[config.mk]
export PLATFORM = sky130hd
export DESIGN_NAME = uart_tx_arbiter
export DESIGN_NICKNAME = d
export VERILOG_FILES = /design/src/rtl/uart_pkg.sv /design/src/rtl/rr_arbiter.sv /design/src/rtl/uart_tx_arbiter.sv
export SDC_FILE = /design/constraint.sdc
export NUM_CORES = 1
export LEC_CHECK = 0
export ABC_CLOCK_PERIOD_IN_PS = 5100
export BUFFER_PORTS_ARGS = -buffer_cell sky130_fd_sc_hd__buf_4
export CAP_MARGIN = 20
export CORE_ASPECT_RATIO = 0.75
export CORE_MARGIN = 1
export CORE_UTILIZATION = 35
export CTS_CLUSTER_SIZE = 14
export DETAILED_ROUTE_END_ITERATION = 10
export PLACE_DENSITY = 0.64
export SETUP_SLACK_MARGIN = 0.3
export SLEW_MARGIN = 10
export SYNTH_ARGS = -nofsm -noshare
export SYNTH_HDL_FRONTEND = slang
export SYNTH_SLANG_ARGS = --single-unit
[constraint.sdc]
create_clock -name clk_i -period 5.1 [get_ports clk_i]
set_clock_uncertainty 0.05 [all_clocks]
set_input_delay 0.255 -clock clk_i [delete_from_list [all_inputs] [get_ports clk_i]]
set_output_delay 0.255 -clock clk_i [all_outputs]
set_load 0.01 [all_outputs]
[src/rtl/uart_pkg.sv]
// Shared UART definitions: default bit timing, arbiter state encoding and
// a sizing helper used by the transmit-side blocks.
package uart_pkg;

  localparam int CLKS_PER_BIT_DEF = 10416;

  typedef enum logic [2:0] {
    ST_IDLE      = 3'd0,
    ST_SEND      = 3'd1,
    ST_WAIT_ACK  = 3'd2,
    ST_WAIT_DONE = 3'd3,
    ST_GAP       = 3'd4
  } tx_state_e;

  function automatic int max3(input int a, input int b, input int c);
    int m;
    m = (a > b) ? a : b;
    return (m > c) ? m : c;
  endfunction

endpackage

[src/rtl/rr_arbiter.sv]
// Combinational round-robin pick: first set bit of valid_i at or above ptr_i,
// wrapping around. Returns one-hot grant, its index and an any-valid flag.
module rr_arbiter
  import uart_pkg::*;
#(
  parameter int N_REQ = 4,
  parameter int PW    = $clog2(N_REQ)
) (
  input  logic [N_REQ-1:0] valid_i,
  input  logic [PW-1:0]    ptr_i,
  output logic [N_REQ-1:0] grant_o,
  output logic [PW-1:0]    idx_o,
  output logic             any_o
);

  localparam logic [PW:0] NQ = N_REQ[PW:0];

  logic [N_REQ-1:0] rot;
  logic [PW-1:0]    off;
  logic [PW:0]      sum;

  always_comb begin
    // Rotate so bit 0 is the requester at ptr_i; the lowest set bit wins.
    rot   = N_REQ'({valid_i, valid_i} >> ptr_i);
    off   = '0;
    any_o = 1'b0;
    for (int k = N_REQ - 1; k >= 0; k--) begin
      if (rot[k]) begin
        off   = k[PW-1:0];
        any_o = 1'b1;
      end
    end
    sum = {1'b0, ptr_i} + {1'b0, off};
    if (sum >= NQ) sum = sum - NQ;
    idx_o          = sum[PW-1:0];
    grant_o        = '0;
    grant_o[idx_o] = any_o;
  end

endmodule

[src/rtl/uart_tx_arbiter.sv]
// Packet-granular round-robin sharing of one UART byte transmitter: issues one
// start per byte, waits for the busy handshake, then inserts an idle gap.
module uart_tx_arbiter
  import uart_pkg::*;
#(
  parameter int N_REQ        = 4,
  parameter int CLKS_PER_BIT = CLKS_PER_BIT_DEF,
  parameter int GAP_BITS     = 2,
  parameter int ACK_CYCLES   = 16,
  parameter int STALL_CYCLES = 104160
) (
  input  logic                 clk_i,
  input  logic                 rst_ni,
  input  logic [N_REQ-1:0]     req_valid_i,
  input  logic [8*N_REQ-1:0]   req_data_i,
  input  logic [N_REQ-1:0]     req_last_i,
  output logic [N_REQ-1:0]     req_ready_o,
  output logic [N_REQ-1:0]     grant_o,
  output logic [7:0]           tx_data_o,
  output logic                 tx_start_o,
  input  logic                 tx_busy_i,
  output logic                 err_o,
  output logic                 active_o
);

  localparam int PW      = $clog2(N_REQ);
  localparam int GAP_CYC = (GAP_BITS * CLKS_PER_BIT == 0) ? 1 : GAP_BITS * CLKS_PER_BIT;
  localparam int MAXC    = max3(STALL_CYCLES, ACK_CYCLES, GAP_CYC);
  localparam int CW      = $clog2(MAXC) + 1;

  localparam logic [CW-1:0] STALL_LIM = CW'(STALL_CYCLES - 1);
  localparam logic [CW-1:0] ACK_LIM   = CW'(ACK_CYCLES - 1);
  localparam logic [CW-1:0] GAP_LIM   = CW'(GAP_CYC - 1);
  localparam logic [CW-1:0] CNT_MAX   = CW'(MAXC);
  localparam logic [CW-1:0] CNT_ONE   = CW'(1);
  localparam logic [PW:0]   NQ        = N_REQ[PW:0];
  localparam logic [PW:0]   G_ONE     = (PW+1)'(1);

  tx_state_e        state_q, state_d;
  logic [CW-1:0]    cnt_q, cnt_d;
  logic [PW-1:0]    g_q, g_d;
  logic [PW-1:0]    rr_q, rr_d;
  logic [N_REQ-1:0] grant_q, grant_d;
  logic [N_REQ-1:0] ready_q, ready_d;
  logic [7:0]       txd_q, txd_d;
  logic             last_q, last_d;
  logic             start_q, start_d;
  logic             err_q, err_d;

  logic [N_REQ-1:0] arb_grant;
  logic [PW-1:0]    arb_idx;
  logic             arb_any;
  logic             g_valid;
  logic [PW:0]      g_inc;
  logic [PW-1:0]    rr_next;

  rr_arbiter #(.N_REQ(N_REQ), .PW(PW)) u_rr (
    .valid_i (req_valid_i),
    .ptr_i   (rr_q),
    .grant_o (arb_grant),
    .idx_o   (arb_idx),
    .any_o   (arb_any)
  );

  assign g_valid = req_valid_i[g_q];
  assign g_inc   = {1'b0, g_q} + G_ONE;
  assign rr_next = (g_inc == NQ) ? '0 : g_inc[PW-1:0];

  always_ff @(posedge clk_i or negedge rst_ni) begin
    if (!rst_ni) state_q <= ST_IDLE;
    else         state_q <= state_d;
  end

  always_comb begin
    state_d = state_q;
    unique case (state_q)
      ST_IDLE:      if (arb_any) state_d = ST_SEND;
      ST_SEND: begin
        if (g_valid)                 state_d = ST_WAIT_ACK;
        else if (cnt_q == STALL_LIM) state_d = ST_GAP;
      end
      // Busy wins over the timeout when both land on the same cycle.
      ST_WAIT_ACK: begin
        if (tx_busy_i)             state_d = ST_WAIT_DONE;
        else if (cnt_q == ACK_LIM) state_d = ST_GAP;
      end
      ST_WAIT_DONE: if (!tx_busy_i) state_d = last_q ? ST_GAP : ST_SEND;
      ST_GAP:       if (cnt_q == GAP_LIM) state_d = ST_IDLE;
      default:      state_d = ST_IDLE;
    endcase
  end

  always_comb begin
    g_d     = g_q;
    rr_d    = rr_q;
    grant_d = grant_q;
    txd_d   = txd_q;
    last_d  = last_q;
    ready_d = '0;
    start_d = 1'b0;
    err_d   = 1'b0;
    if (state_d != state_q)     cnt_d = '0;
    else if (cnt_q == CNT_MAX)  cnt_d = cnt_q;
    else                        cnt_d = cnt_q + CNT_ONE;

    unique case (state_q)
      ST_IDLE: begin
        if (arb_any) begin
          g_d     = arb_idx;
          grant_d = arb_grant;
        end
      end
      ST_SEND: begin
        if (g_valid) begin
          txd_d   = req_data_i[{g_q, 3'b000} +: 8];
          last_d  = req_last_i[g_q];
          start_d = 1'b1;
          ready_d = grant_q;
        end else if (cnt_q == STALL_LIM) begin
          err_d   = 1'b1;
          grant_d = '0;
          rr_d    = rr_next;
        end
      end
      ST_WAIT_ACK: begin
        if (!tx_busy_i && cnt_q == ACK_LIM) begin
          err_d   = 1'b1;
          grant_d = '0;
          rr_d    = rr_next;
        end
      end
      ST_WAIT_DONE: begin
        if (!tx_busy_i && last_q) begin
          grant_d = '0;
          rr_d    = rr_next;
        end
      end
      default: ;
    endcase
  end

  always_ff @(posedge clk_i or negedge rst_ni) begin
    if (!rst_ni) begin
      cnt_q   <= '0;
      g_q     <= '0;
      rr_q    <= '0;
      grant_q <= '0;
      ready_q <= '0;
      txd_q   <= '0;
      last_q  <= 1'b0;
      start_q <= 1'b0;
      err_q   <= 1'b0;
    end else begin
      cnt_q   <= cnt_d;
      g_q     <= g_d;
      rr_q    <= rr_d;
      grant_q <= grant_d;
      ready_q <= ready_d;
      txd_q   <= txd_d;
      last_q  <= last_d;
      start_q <= start_d;
      err_q   <= err_d;
    end
  end

  assign req_ready_o = ready_q;
  assign grant_o     = grant_q;
  assign tx_data_o   = txd_q;
  assign tx_start_o  = start_q;
  assign err_o       = err_q;
  assign active_o    = (state_q != ST_IDLE);

endmodule

==> run summary <==
The post-synthesis register bit count works out to 44. Cell chosen for the clock root: sky130_fd_sc_hd__clkbuf_8. The area of the core region came out at 0.00736 sq mm. In this run the worst path has a maximum fanout of 18.

The critical path ends at cnt_q[4]. Count of unique library cells instantiated by Yosys: 50. The number of setup violations in the final report is 0, and the via count of the first global-routing pass is 1,931. Clock tree synthesis found a total of 44 sinks.

The share of the yosys chip area belonging to registers is 0.411. The floorplan step set the die width to 103 um. The layout has 732 filler cells.

The tools report the sequential cell area as 0.00110 sq mm. The biggest area contributor in the post-synthesis netlist is sky130_fd_sc_hd__dfrtp_1. Largest family of logic cells by synthesized area: simple AND/OR/NAND/NOR gates. The count of non-filler cells in the finished layout was 409.

At the pin with the least slew margin, the transition time is 1.06 ns. The cell count after synthesis came out at 254. Relative slew slack: 0.294. The routed design has 6.03 mm of wire.

The tools report the max-capacitance violation count as 0. In this design, the stage delay of the slowest critical-path cell is 0.86 ns. The tools report the final count of pins violating max slew as 0. The critical path contains buffers and inverters numbering 0 combined.

For this design the top-level I/O count stands at 62. For the final worst setup slack, the log shows 2.29 ns. The synthesized design contains 0 enable-type register cells. Shortest clock period the worst path allows after layout: 2.81 ns.

The class of the tightest hold or removal check is in -> reg. By area the synthesized netlist is led by sky130_fd_sc_hd__dfrtp_1 (41%), sky130_fd_sc_hd__mux4_2 (8.4%), sky130_fd_sc_hd__mux2_2 (5.5%). The number of cells on the critical path was 5; the average wire per standard cell was 14.7 um. The Yosys warning count came out at 0. From bottom edge to top edge, the die measures 77.7 um. The largest individual stage delay along the critical path comes from the cell sky130_fd_sc_hd__dfrtp_1. Summed over all failing endpoints, the final setup total negative slack is 0 ns. The number of routed nets with antenna violations is 0.

The critical path is of the reg -> reg type. Compound-gate portion of the synthesized area: 0.100. The critical path goes through mux4_2 > nor2_1 > a31oi_1 > o22ai_2 > nor3_1. The combined global-route utilization of all metal layers was 0.160.

The number of placed instances, taps included, is 401. The final-stage net count is 355. The worst vdd rail ir drop is 0.000150 V, and the final critical-path share of the clock period is 0.551. The repair_antennas step left the layout with diodes totalling 0. The tools report the residual overflow from global routing as 0. The clock passes through at most 2 buffers.

The via-per-instance ratio came out at 5.27. The final cell area excluding filler cells was 0.00327 sq mm. The run finished with clean final reports. For the final hold violation count, the log shows 0. Post-synthesis cell area: 0.00268 sq mm. The worst setup path is launched from a flop.

The floorplan has 27 rows. TritonCTS built the clock tree. Share of layout cells above drive strength 1: 0.338. The die covers 0.00801 sq mm. Xor and xnor area share after synthesis: 0.0654. Mux contribution to synthesized area: 0.150.

Clock edge transition at the registers on the reported setup and hold paths: 0.09 ns. Based on the critical path, the design can be clocked at up to 0.356 GHz. In this design, the largest share of critical-path delay is due to flip-flops.

Data on the critical path is required at its endpoint by 5.20 ns. Source of the worst register-to-register timing path: g_q[0]. The DRC marker count from the first detailed-route iteration is 207, and the total power per unit cell area is 451 mW/mm^2. In this run the worst setup path begins at g_q[0]. Clock latency on the worst-skew pair, taken at its later pin, is 0.30 ns.

The number of design rule violations left after detail routing came out at 0. The run gives 2.91 ns as the data arrival time of the critical path. The wire length of the first global-routing pass was 9.98 mm; the proportion of netlist area held by the largest area contributor was 0.411.

In the final layout, the multi-input gates occupy 0.00147 sq mm. The capture instance of the worst register-to-register path is cnt_q[4]. The post-synthesis share of cell area spent on and, or, nand and nor gates was 0.213; the TritonCTS buffer count was 5. Entering global routing, the biggest net connects 45 pins. The analysis attributes to cell leakage a power of 1.37 nW. The per-instance average area after synthesis is 10.5 sq um, and the number of buffer cells added on primary ports is 61. The first detailed-routing pass took 4 iterations. The final route contains 2,156 vias. The synthesis-to-finish area growth is 22.2%, and the worst setup slack after placement is 2.26 ns. The total placed instance area was 0.00318 sq mm; the H-tree depth reported by CTS was 2. The detailed placement HPWL is 4.39 mm, and the path depth of the worst reg2reg path is 5. Setup repair after global routing left no endpoint under its margin. After clock tree synthesis, the repair step resized 0 gates.

Across all register-to-register paths, the minimum setup slack is 2.29 ns. The worst setup path is captured at a flop. The initial antenna violation count was 0. Area share of fa/ha/maj cells after synthesis: 0.0187. The async set-or-reset flop fraction in the synthesized netlist was 1.00; the effective utilization at floorplan was 0.364.

The global placement routability congestion was 0.849. For the net count of the mapped netlist, the log shows 301. In the synthesized netlist the dominant register cell turns out to be sky130_fd_sc_hd__dfrtp_1.
-- cells in the mapped netlist, types with 3 or more instances --
library cell,instances
sky130_fd_sc_hd__nand4_1,4
sky130_fd_sc_hd__mux2_2,13
sky130_fd_sc_hd__nand3_1,10
sky130_fd_sc_hd__or2_2,3
sky130_fd_sc_hd__mux4_2,10
sky130_fd_sc_hd__nor3_1,22
sky130_fd_sc_hd__xnor2_1,7
sky130_fd_sc_hd__a21oi_1,3
sky130_fd_sc_hd__nand2b_1,3
sky130_fd_sc_hd__nand4b_1,3
sky130_fd_sc_hd__ha_1,4
sky130_fd_sc_hd__xor2_1,13
sky130_fd_sc_hd__and2_1,4
sky130_fd_sc_hd__nor2_1,13
sky130_fd_sc_hd__nand2_1,18
sky130_fd_sc_hd__buf_2,3
sky130_fd_sc_hd__o31ai_1,8
sky130_fd_sc_hd__inv_1,8
sky130_fd_sc_hd__dfrtp_1,44
sky130_fd_sc_hd__mux2i_1,3
sky130_fd_sc_hd__nor2b_1,3
sky130_fd_sc_hd__clkbuf_1,7
sky130_fd_sc_hd__o211ai_1,4
sky130_fd_sc_hd__o21ai_0,9
-- per-stage QoR --
stage | hold slack, ns | utilization | total power, mW
2_1_floorplan | -0.0906 | - | 1.04
3_3_place_gp | 0.237 | 0.432 | 1.26
3_5_place_dp | 0.241 | 0.432 | 1.27
4_1_cts | 0.333 | 0.444 | 1.49
5_1_grt | 0.348 | 0.444 | 1.59
6_report | 0.350 | 0.444 | 1.48
-- report_power, final --
group | total, mW | internal [mW] | switching, mW | leakage [nW]
combinational | 0.700 | 0.336 | 0.364 | 0.751
clock | 0.213 | 0.0929 | 0.120 | 0.0400
sequential | 0.562 | 0.435 | 0.127 | 0.581
-- sequential cells by signal (all words and copies together) (netlist names) --
| register | count |
|---|---|
| last_q | 1 |
| grant_o | 4 |
| tx_start_o | 1 |
| state_q | 3 |
| req_ready_o | 4 |
| rr_q | 2 |
| g_q | 2 |
| tx_data_o | 8 |
| err_o | 1 |
| cnt_q | 18 |
-- worst reg2reg max path: cells and delay by family, from the launching register on --
| family | cells | cell delay, ns |
|---|---|---|
| compound gates | 2 | 0.80 |
| mux | 1 | 0.65 |
| simple gates | 2 | 0.30 |
| flops | 1 | 0.86 |
-- worst min-delay path by stage --
stage | from | endpoint | slack, ns | depth (start not counted)
2_1_floorplan | rst_ni | cnt_q[0] | -0.09 | 0
3_3_place_gp | rst_ni | cnt_q[10] | 0.24 | 1
3_5_place_dp | rst_ni | cnt_q[10] | 0.24 | 1
4_1_cts | tx_busy_i | state_q[1] | 0.33 | 4
5_1_grt | req_data_i[17] | tx_data_o[1] | 0.35 | 3
6_report | tx_busy_i | state_q[1] | 0.35 | 4
-- cells in the final DEF (no fill, tap or decap), types with 8 or more instances in the layout --
cell type / instances
sky130_fd_sc_hd__nor3_1: 22
sky130_fd_sc_hd__nand3_1: 10
sky130_fd_sc_hd__o21ai_0: 9
sky130_fd_sc_hd__buf_4: 61
sky130_fd_sc_hd__nor2_1: 13
sky130_fd_sc_hd__mux4_2: 10
sky130_fd_sc_hd__xor2_1: 13
sky130_fd_sc_hd__o31ai_1: 8
sky130_fd_sc_hd__nand2_1: 18
sky130_fd_sc_hd__dfrtp_1: 44
sky130_fd_sc_hd__mux2_2: 13
sky130_fd_sc_hd__inv_1: 8
-- cell families (layout without fill, tap and decap cells) --
group           count (synthesis)  count (layout)
mux                            26              26
fa+ha+maj                       4               4
buf+inv                        23              77
simple gates                   99              99
flops                          44              44
compound gates                 38              38
xor+xnor                       20              20
-- what timing repair did --
action / CTS / global route
buffers inserted: 0 / 0
hold endpoints to repair: 44 / 0
hold buffers: 1 / 0
-- layer usage --
metal,vias to the layer above,GRT usage,wire length [um]
met3,7,0.0297,168
met5,-,0,0
met2,35,0.221,2640
li1,1041,-,-
met4,0,0.0451,62
met1,1073,0.250,3170
-- layout make-up --
class,count,area share
Clock buffer,5,0.0210
Clock inverter,2,0.00382
Inverter,8,0.00917
Multi-Input combinational cell,187,0.448
Sequential cell,44,0.336
Tap cell,101,0.0386
Timing Repair Buffer,62,0.143
(Power assumes the default switching activity.)
